===== src/rtl/alu_arbiter_pkg.sv =====
// alu_arbiter shared types: FSM state, multicycle opcodes, id width.
// No ports; imported by the arbiter, its interface users and sub-modules.
package alu_arbiter_pkg;

  typedef enum logic [1:0] {
    IDLE = 2'd0,
    EXEC = 2'd1,
    RESP = 2'd2
  } state_t;

  localparam logic [3:0] OP_MUL = 4'b1001;
  localparam logic [3:0] OP_REM = 4'b1010;
  localparam int         ID_W   = 1;

  function automatic logic is_mc_op(logic [3:0] op);
    return (op == OP_MUL) || (op == OP_REM);
  endfunction

endpackage


===== src/rtl/alu_arbiter_if.sv =====
// Bundle of requester, shared-ALU and response signals for alu_arbiter.
// slave: arbiter side. master: requesters / ALU / response consumer side.
interface alu_arbiter_if;

  logic        req0_valid;
  logic        req0_ready;
  logic [31:0] req0_a;
  logic [31:0] req0_b;
  logic [3:0]  req0_ctrl;

  logic        req1_valid;
  logic        req1_ready;
  logic [31:0] req1_a;
  logic [31:0] req1_b;
  logic [3:0]  req1_ctrl;

  logic [31:0] alu_a;
  logic [31:0] alu_b;
  logic [3:0]  alu_ctrl;
  logic [31:0] alu_result;
  logic        alu_zero;

  logic        rsp_valid;
  logic        rsp_ready;
  logic        rsp_id;
  logic [31:0] rsp_result;
  logic        rsp_zero;

  modport slave (
    input  req0_valid, req0_a, req0_b, req0_ctrl,
    input  req1_valid, req1_a, req1_b, req1_ctrl,
    input  alu_result, alu_zero, rsp_ready,
    output req0_ready, req1_ready,
    output alu_a, alu_b, alu_ctrl,
    output rsp_valid, rsp_id, rsp_result, rsp_zero
  );

  modport master (
    output req0_valid, req0_a, req0_b, req0_ctrl,
    output req1_valid, req1_a, req1_b, req1_ctrl,
    output alu_result, alu_zero, rsp_ready,
    input  req0_ready, req1_ready,
    input  alu_a, alu_b, alu_ctrl,
    input  rsp_valid, rsp_id, rsp_result, rsp_zero
  );

endinterface


===== src/rtl/alu_arbiter_rr_arb2.sv =====
// rr_arb2: 2-way round-robin grant. Ports: clk, rst (sync, high),
// valid[1:0], accept pulse in; one-hot grant[1:0] out.
module rr_arb2 (
  input  logic       clk,
  input  logic       rst,
  input  logic [1:0] valid,
  input  logic       accept,
  output logic [1:0] grant
);

  // ptr=0: req0 has priority on a tie, ptr=1: req1
  logic ptr;

  always_comb begin
    grant = valid;
    if (valid == 2'b11) begin
      grant = ptr ? 2'b10 : 2'b01;
    end
  end

  // after an accept, priority goes to the requester that lost/idled
  always_ff @(posedge clk) begin
    if (rst) begin
      ptr <= 1'b0;
    end else if (accept) begin
      ptr <= grant[0];
    end
  end

endmodule


===== src/rtl/alu_arbiter.sv =====
// alu_arbiter: shares one external ALU between two requesters.
// Ports: clk, rst (sync, high), bus (alu_arbiter_if.slave). Macro ALU_ARB_MULTICYCLE_EN.
module alu_arbiter
  import alu_arbiter_pkg::*;
#(
  parameter int MC_LAT = 3
) (
  input logic          clk,
  input logic          rst,
  alu_arbiter_if.slave bus
);

  state_t state, state_n;

  logic [1:0]      grant;
  logic            accept;
  logic            last;
  logic [31:0]     sel_a, sel_b;
  logic [3:0]      sel_ctrl;
  logic [31:0]     lat_a, lat_b;
  logic [3:0]      lat_ctrl;
  logic [ID_W-1:0] lat_id;
  logic [31:0]     res_q;
  logic            zero_q;
  logic [ID_W-1:0] id_q;

  rr_arb2 u_arb (
    .clk    (clk),
    .rst    (rst),
    .valid  ({bus.req1_valid, bus.req0_valid}),
    .accept (accept),
    .grant  (grant)
  );

  assign accept = (state == IDLE) && !rst && (|grant);

  assign bus.req0_ready = (state == IDLE) && !rst && grant[0];
  assign bus.req1_ready = (state == IDLE) && !rst && grant[1];

  always_comb begin
    sel_a    = bus.req0_a;
    sel_b    = bus.req0_b;
    sel_ctrl = bus.req0_ctrl;
    unique case (1'b1)
      grant[1]: begin
        sel_a    = bus.req1_a;
        sel_b    = bus.req1_b;
        sel_ctrl = bus.req1_ctrl;
      end
      default: ;
    endcase
  end

`ifdef ALU_ARB_MULTICYCLE_EN
  logic [3:0] cnt;

  // counter holds remaining EXEC cycles after the current one
  always_ff @(posedge clk) begin
    if (rst) begin
      cnt <= 4'd0;
    end else if (accept) begin
      cnt <= is_mc_op(sel_ctrl) ? 4'(MC_LAT - 1) : 4'd0;
    end else if (state == EXEC && cnt != 4'd0) begin
      cnt <= cnt - 4'd1;
    end
  end

  assign last = (state == EXEC) && (cnt == 4'd0);
`else
  assign last = (state == EXEC);
`endif

  always_ff @(posedge clk) begin
    if (rst) begin
      state <= IDLE;
    end else begin
      state <= state_n;
    end
  end

  always_comb begin
    state_n = state;
    unique case (state)
      IDLE: if (accept) state_n = EXEC;
      EXEC: if (last) state_n = RESP;
      RESP: if (bus.rsp_ready) state_n = IDLE;
      default: state_n = IDLE;
    endcase
  end

  always_ff @(posedge clk) begin
    if (rst) begin
      lat_a    <= '0;
      lat_b    <= '0;
      lat_ctrl <= '0;
      lat_id   <= '0;
      res_q    <= '0;
      zero_q   <= 1'b0;
      id_q     <= '0;
    end else begin
      if (accept) begin
        lat_a    <= sel_a;
        lat_b    <= sel_b;
        lat_ctrl <= sel_ctrl;
        lat_id   <= ID_W'(grant[1]);
      end
      if (last) begin
        res_q  <= bus.alu_result;
        zero_q <= bus.alu_zero;
        id_q   <= lat_id;
      end
    end
  end

  assign bus.alu_a      = lat_a;
  assign bus.alu_b      = lat_b;
  assign bus.alu_ctrl   = lat_ctrl;
  assign bus.rsp_valid  = (state == RESP);
  assign bus.rsp_id     = id_q;
  assign bus.rsp_result = res_q;
  assign bus.rsp_zero   = zero_q;

endmodule


===== src/flat_wrapper.sv =====
// flat-port wrapper written by rule: the top's interface ports become plain ports
module alu_arbiter_flat import alu_arbiter_pkg::*;
#(
  parameter int MC_LAT = 3
)
  (clk, rst, bus_req0_valid, bus_req0_a, bus_req0_b, bus_req0_ctrl, bus_req1_valid, bus_req1_a, bus_req1_b, bus_req1_ctrl, bus_alu_result, bus_alu_zero, bus_rsp_ready, bus_req0_ready, bus_req1_ready, bus_alu_a, bus_alu_b, bus_alu_ctrl, bus_rsp_valid, bus_rsp_id, bus_rsp_result, bus_rsp_zero);
  alu_arbiter_if bus_i ();
  input logic clk;
  input logic rst;
  input wire logic [$bits(bus_i.req0_valid)-1:0] bus_req0_valid;
  input wire logic [$bits(bus_i.req0_a)-1:0] bus_req0_a;
  input wire logic [$bits(bus_i.req0_b)-1:0] bus_req0_b;
  input wire logic [$bits(bus_i.req0_ctrl)-1:0] bus_req0_ctrl;
  input wire logic [$bits(bus_i.req1_valid)-1:0] bus_req1_valid;
  input wire logic [$bits(bus_i.req1_a)-1:0] bus_req1_a;
  input wire logic [$bits(bus_i.req1_b)-1:0] bus_req1_b;
  input wire logic [$bits(bus_i.req1_ctrl)-1:0] bus_req1_ctrl;
  input wire logic [$bits(bus_i.alu_result)-1:0] bus_alu_result;
  input wire logic [$bits(bus_i.alu_zero)-1:0] bus_alu_zero;
  input wire logic [$bits(bus_i.rsp_ready)-1:0] bus_rsp_ready;
  output wire logic [$bits(bus_i.req0_ready)-1:0] bus_req0_ready;
  output wire logic [$bits(bus_i.req1_ready)-1:0] bus_req1_ready;
  output wire logic [$bits(bus_i.alu_a)-1:0] bus_alu_a;
  output wire logic [$bits(bus_i.alu_b)-1:0] bus_alu_b;
  output wire logic [$bits(bus_i.alu_ctrl)-1:0] bus_alu_ctrl;
  output wire logic [$bits(bus_i.rsp_valid)-1:0] bus_rsp_valid;
  output wire logic [$bits(bus_i.rsp_id)-1:0] bus_rsp_id;
  output wire logic [$bits(bus_i.rsp_result)-1:0] bus_rsp_result;
  output wire logic [$bits(bus_i.rsp_zero)-1:0] bus_rsp_zero;
  assign bus_i.req0_valid = bus_req0_valid;
  assign bus_i.req0_a = bus_req0_a;
  assign bus_i.req0_b = bus_req0_b;
  assign bus_i.req0_ctrl = bus_req0_ctrl;
  assign bus_i.req1_valid = bus_req1_valid;
  assign bus_i.req1_a = bus_req1_a;
  assign bus_i.req1_b = bus_req1_b;
  assign bus_i.req1_ctrl = bus_req1_ctrl;
  assign bus_i.alu_result = bus_alu_result;
  assign bus_i.alu_zero = bus_alu_zero;
  assign bus_i.rsp_ready = bus_rsp_ready;
  assign bus_req0_ready = bus_i.req0_ready;
  assign bus_req1_ready = bus_i.req1_ready;
  assign bus_alu_a = bus_i.alu_a;
  assign bus_alu_b = bus_i.alu_b;
  assign bus_alu_ctrl = bus_i.alu_ctrl;
  assign bus_rsp_valid = bus_i.rsp_valid;
  assign bus_rsp_id = bus_i.rsp_id;
  assign bus_rsp_result = bus_i.rsp_result;
  assign bus_rsp_zero = bus_i.rsp_zero;
  alu_arbiter #(.MC_LAT(MC_LAT)) u_core (.clk(clk), .rst(rst), .bus(bus_i));
endmodule

===== config.mk =====
export PLATFORM = sky130hd
export DESIGN_NAME = alu_arbiter_flat
export DESIGN_NICKNAME = d
export VERILOG_FILES = /design/src/rtl/alu_arbiter_pkg.sv /design/src/rtl/alu_arbiter_if.sv /design/src/rtl/alu_arbiter_rr_arb2.sv /design/src/rtl/alu_arbiter.sv /design/src/flat_wrapper.sv
export SDC_FILE = /design/constraint.sdc
export NUM_CORES = 1
export LEC_CHECK = 0
export ABC_AREA = 0
export CORE_MARGIN = 2
export CORE_UTILIZATION = 37
export CTS_CLUSTER_DIAMETER = 100
export DETAILED_ROUTE_END_ITERATION = 8
export PLACE_DENSITY = 0.82
export SYNTH_ARGS = -nofsm -noshare
export SYNTH_HDL_FRONTEND = slang
export SYNTH_SLANG_ARGS = --single-unit
export TNS_END_PERCENT = 100

===== constraint.sdc =====
create_clock -name clk -period 3.05 [get_ports clk]
set_input_delay 0.915 -clock clk [delete_from_list [all_inputs] [get_ports clk]]
set_output_delay 0.915 -clock clk [all_outputs]
set_load 0.03 [all_outputs]

==> After elaboration in Yosys (flattened, before gate mapping) <==
Index checks and enable logic that the tools add are counted.
{ "op_classes": {"n_eq_ne": 5, "muxes": 8, "n_reduce_logical": 8} }
{ "op_table": {"columns": ["operator", "count"], "rows": [
  ["$mux W32", 2],
  ["$mux W2", 4],
  ["$pmux W2 S3", 1],
  ["$eq A2 B2 Y1 const B", 2],
  ["$logic_and A1 B1 Y1", 4],
  ["$mux W4", 1],
  ["$eq A2 B1 Y1 const B", 1],
  ["$logic_not A2 Y1", 1],
  ["$ne A2 B1 Y1 const B", 1],
  ["$ne A2 B2 Y1 const B", 1],
  ["$reduce_and A2 Y1", 1],
  ["$reduce_or A2 Y1", 1],
  ["$logic_not A1 Y1", 1]
]} }
{ "totals": {"register_bits": 106, "input_bits": 174, "out_inout_bits": 105, "wordCells": 30} }

==> Longest topological paths before layout <==
{ "logic_depth": {"ltp_word": 6, "mapped_depth": 7} }

==> Hierarchy <==
Synthesis repeated with hierarchy kept, for this count alone.
{ "hier_totals": {"hier_cells": 482, "hier_area_um2": 4481.8} }
{ "modules_own_cells": {"columns": ["module", "n_inst", "cells_per_inst", "area_per_inst_um2", "seq_area_each_um2"], "rows": [
  ["alu_arbiter", 1, 475, 4414.2, 2102.0],
  ["rr_arb2", 1, 7, 67.6, 20.0]
]} }

==> Worst setup path after synthesis <==
OpenSTA, ideal clock, no wires.
{ "synth_timing": {"kind": "input to output", "startpoint": "input port bus_req0_valid", "endpoint": "output port bus_req0_ready", "arrival_time_ps": 2425, "required_time_ps": 2135, "setup_slack_ps": -290, "path_stages": 4, "path_buffers": 2, "path_cell_list": "or3b_2 > buf_2 > clkbuf_1 > a211oi_1"} }
{ "synth_via": {"elab_chain_len": 3} }
{ "synth_lines": {"columns": ["element", "line", "source"], "rows": [
  ["from (decl)", "flat_wrapper.sv:10", "input wire logic [$bits(bus_i.req0_valid)-1:0] bus_req0_valid;"],
  ["$eq A2 B2 Y1", "alu_arbiter_rr_arb2.sv:16", "if (valid == 2'b11) begin"],
  ["$mux W2 (*)", "alu_arbiter_rr_arb2.sv:16", null],
  ["$logic_and A1 B1 Y1 (*)", "alu_arbiter.sv:37", "assign bus.req0_ready = (state == IDLE) && !rst && grant[0];"],
  ["to (decl)", "flat_wrapper.sv:21", "output wire logic [$bits(bus_i.req0_ready)-1:0] bus_req0_ready;"]
]} }
Every way passes the cells marked *; elsewhere a longest branch is shown, timed or not.

==> Final worst setup path <==
{ "layout_timing": {"startpoint": "input port bus_req1_valid", "endpoint": "output port bus_req1_ready"} }
{ "layout_via": {"elab_chain_len": 3} }
{ "layout_lines": {"columns": ["element", "line", "source"], "rows": [
  ["from (decl)", "flat_wrapper.sv:14", "input wire logic [$bits(bus_i.req1_valid)-1:0] bus_req1_valid;"],
  ["$eq A2 B2 Y1", "alu_arbiter_rr_arb2.sv:16", null],
  ["$mux W2 (*)", "alu_arbiter_rr_arb2.sv:16", null],
  ["$logic_and A1 B1 Y1 (*)", "alu_arbiter.sv:38", "assign bus.req1_ready = (state == IDLE) && !rst && grant[1];"],
  ["to (decl)", "flat_wrapper.sv:22", "output wire logic [$bits(bus_i.req1_ready)-1:0] bus_req1_ready;"]
]} }
Marked as above.

==> impl_metrics.json <==
{
  "ys_ff_latch": 106,
  "outcome": "completed",
  "clock_skew_ns": 0.00660,
  "syn-instance-count": 575,
  "ctsHoldBuffers": 0,
  "cap_viol_max_count": 0,
  "min_period_ns": 2.92,
  "synth_fa_ha_area_share_pct": 0,
  "ys_top_cells_by_area": "dfxtp_1 (46%), a21oi_1 (11%), a211oi_1 (11%)",
  "synthSimpleGateAreaFrac_pct": 24.2,
  "min_from": "u_core.bus.rsp_result[3]",
  "worstSkewPairLatency_ns": 0.33,
  "clock-root-buffer": "clkbuf_16",
  "crit_fanout": 2,
  "num_rows": 40,
  "seq_area_frac_synth_pct": 46.3,
  "seqPwrFrac_pct": 37.5,
  "worst_slew_pin_slew_ns": 0.965,
  "clk_pin_slew_ns": 0.07,
  "drv_slew": 0,
  "grt_busiest_layer": "met2",
  "syn_to_final_growth_pct": 69.5,
  "cp-end-kind": "output port",
  "yosys.area.top_type": "dfxtp_1",
  "cts_max_path_buffers": 2,
  "wirelength_um": 17300,
  "ys_warn_count": 0,
  "rsz0062_at_grt": "false",
  "final_core_util_pct": 64.5,
  "crit_arrival_ns": 2.00,
  "cts_tree": "done",
  "combPwrFrac_pct": 31.7,
  "place_hpwl_um": 11600,
  "drtIter0Drc": 406,
  "grt_max_degree": 89,
  "dpl-instance-area_um2": 7430,
  "yosys.cell_types.count": 19,
  "core_um2": 12100,
  "fin_setup_tns_ns": 0,
  "p_sw_share_pct": 31.7,
  "io_buffers": 278,
  "grt_usage_pct": 24.7,
  "final_nets": 976,
  "critPathBufInv": 2,
  "vias": 5403,
  "ant_nets": 0,
  "slowest_stage": "or3b_2",
  "hold_depth": 2,
  "use_met3_pct": 7.01,
  "reg2regPathDepth": 4,
  "setup_violations": 0,
  "hold_viol_final": 0,
  "grtUsageMet1_pct": 28.0,
  "crit_path_start": "bus_req1_valid",
  "path_depth": 5,
  "via_per_inst": 5.54,
  "finalPower_mw": 4.31,
  "gp_congestion": 0.807,
  "design_area_um2": 7770,
  "n_fill_cell": 988,
  "post_cts_resized": 3,
  "fmax_mhz": 343,
  "die_width_um": 115,
  "syn_nets": 749,
  "cts.sinks": 106,
  "drc": 0,
  "hold_path.class": "reg -> reg",
  "worstPathRequired_ns": 2.13,
  "crit_family": "simple AND/OR/NAND/NOR gates",
  "die_area_um2": 13300,
  "p_clk_share_pct": 30.8,
  "power_switching_mw": 1.37,
  "grt_pass1_vias": 5231,
  "synth_mux_area_share_pct": 0,
  "layout-drive-gt1-share_pct": 5.58,
  "gr-total-overflow": 0,
  "pwr_density_cell_nw_per_um2": 555,
  "use_met2_pct": 43.7,
  "critPathLaunchType": "input pin",
  "whs_ns": 0.454,
  "max-vdd-ir-drop_v": 0.000280,
  "final_common_cell": "clkdlybuf4s50_1",
  "finalNonFillerCells": 976,
  "criticalPathCategory": "in -> out",
  "post-place-cells": 959,
  "synth.top_cell.area_share_pct": 46.3,
  "critical_path.max_stage_delay_ns": 0.46,
  "synth_top_family_by_area": "simple AND/OR/NAND/NOR gates",
  "fp.dieH_um": 115,
  "start_util_pct": 38.0,
  "layout_setup_ws_ns": 0.131,
  "grt_pass1_wl_um": 26200,
  "p_leak_nw": 2.64,
  "antenna_found_initial": 1,
  "final_cell_mix": "clkdlybuf4s50_1 (273), dfxtp_1 (105), a21oi_1 (104)",
  "synth_compound_area_share_pct": 22.8,
  "avgSynthCellArea_um2": 7.98,
  "syn_area_um2": 4590,
  "post_cts_buffers": 0,
  "post_drt_wl_per_cell_um": 17.8,
  "dp_slack_ns": -0.0988,
  "dr.pass1.iters": 5,
  "cts_buffers": 9,
  "path_cells": "buf_2 -> or3b_2 -> or2_4 -> nor2_4 -> buf_4",
  "ios": 279,
  "reg2reg_from": "u_core.state[1]",
  "timing.slew.headroom_pct": 35.7,
  "htreeDepth": 3,
  "fin_crit_sh_pct": 95.7,
  "power.internal_mw": 2.95,
  "synthXorXnorAreaFrac_pct": 0
}
## final timing paths
path	to	slack [ns]
worst max-delay path	bus_req1_ready	0.13
worst min-delay path	u_core.bus.rsp_result[3]	0.45
worst max register to register	u_core.bus.alu_a[28]	1.21
worst min register to register	u_core.bus.rsp_result[3]	0.45
## worst min-delay path: stages, from the launching register on
cell and delay, ns:
dfxtp_1 0.31, nand2_1 0.05, a21oi_1 0.05
## synth_stat cells
| cell | number |
|---|---|
| nor2_1 | 3 |
| a21oi_2 | 1 |
| clkbuf_2 | 1 |
| nand2_1 | 71 |
| buf_4 | 1 |
| buf_2 | 11 |
| or2_2 | 2 |
| a211oi_1 | 69 |
| nor3_1 | 68 |
| or3b_2 | 1 |
| dfxtp_1 | 106 |
| nand2b_1 | 2 |
| or3b_1 | 1 |
| buf_6 | 1 |
| clkbuf_1 | 61 |
| nor2b_1 | 3 |
| nor4_1 | 68 |
| or2_1 | 1 |
| a21oi_1 | 104 |
## registers in the layout, summed over array words and instances, names as in the netlist
register,cells
u_core.bus.alu_a,32
u_core.bus.alu_b,32
u_core.bus.alu_ctrl,4
u_core.bus.rsp_id,1
u_core.bus.rsp_result,32
u_core.bus.rsp_zero,1
u_core.lat_id,1
u_core.state,2
u_core.u_arb.ptr,1
## power by group through the flow
| stage | Combinational (mW) | Sequential [mW] | Clock [mW] |
|---|---|---|---|
| 2_1_floorplan | 0.448 | 1.92 | 0 |
| 3_3_place_gp | 1.35 | 1.64 | 0 |
| 3_5_place_dp | 1.37 | 1.65 | 0 |
| 4_1_cts | 1.37 | 1.62 | 1.35 |
| 5_1_grt | 1.45 | 1.63 | 1.41 |
| 6_report | 1.37 | 1.62 | 1.33 |
## metal layers
| metal | routed length (µm) | part of all wire [%] |
|---|---|---|
| met1 | 6620 | 38 |
| met2 | 8580 | 49 |
| met3 | 1730 | 10 |
| met4 | 402 | 2.3 |
| met5 | 0 | 0 |
## cells by family after synthesis
family	after synthesis
AOI/OAI and AO/OA	174
buffers and inverters	75
DFF	106
and+or+nand+nor	220
## cell type report
type / instances / area (µm²) / share of cell area [%]
Multi-Input combinational cell: 394 / 2190 / 28.2
Antenna cell: 1 / 2.50 / 0.0322
Tap cell: 168 / 210 / 2.70
Sequential cell: 106 / 2120 / 27.3
Clock buffer: 9 / 225 / 2.90
Clock inverter: 7 / 116 / 1.50
Timing Repair Buffer: 291 / 2900 / 37.4
Power figures use the tool's default switching activity.
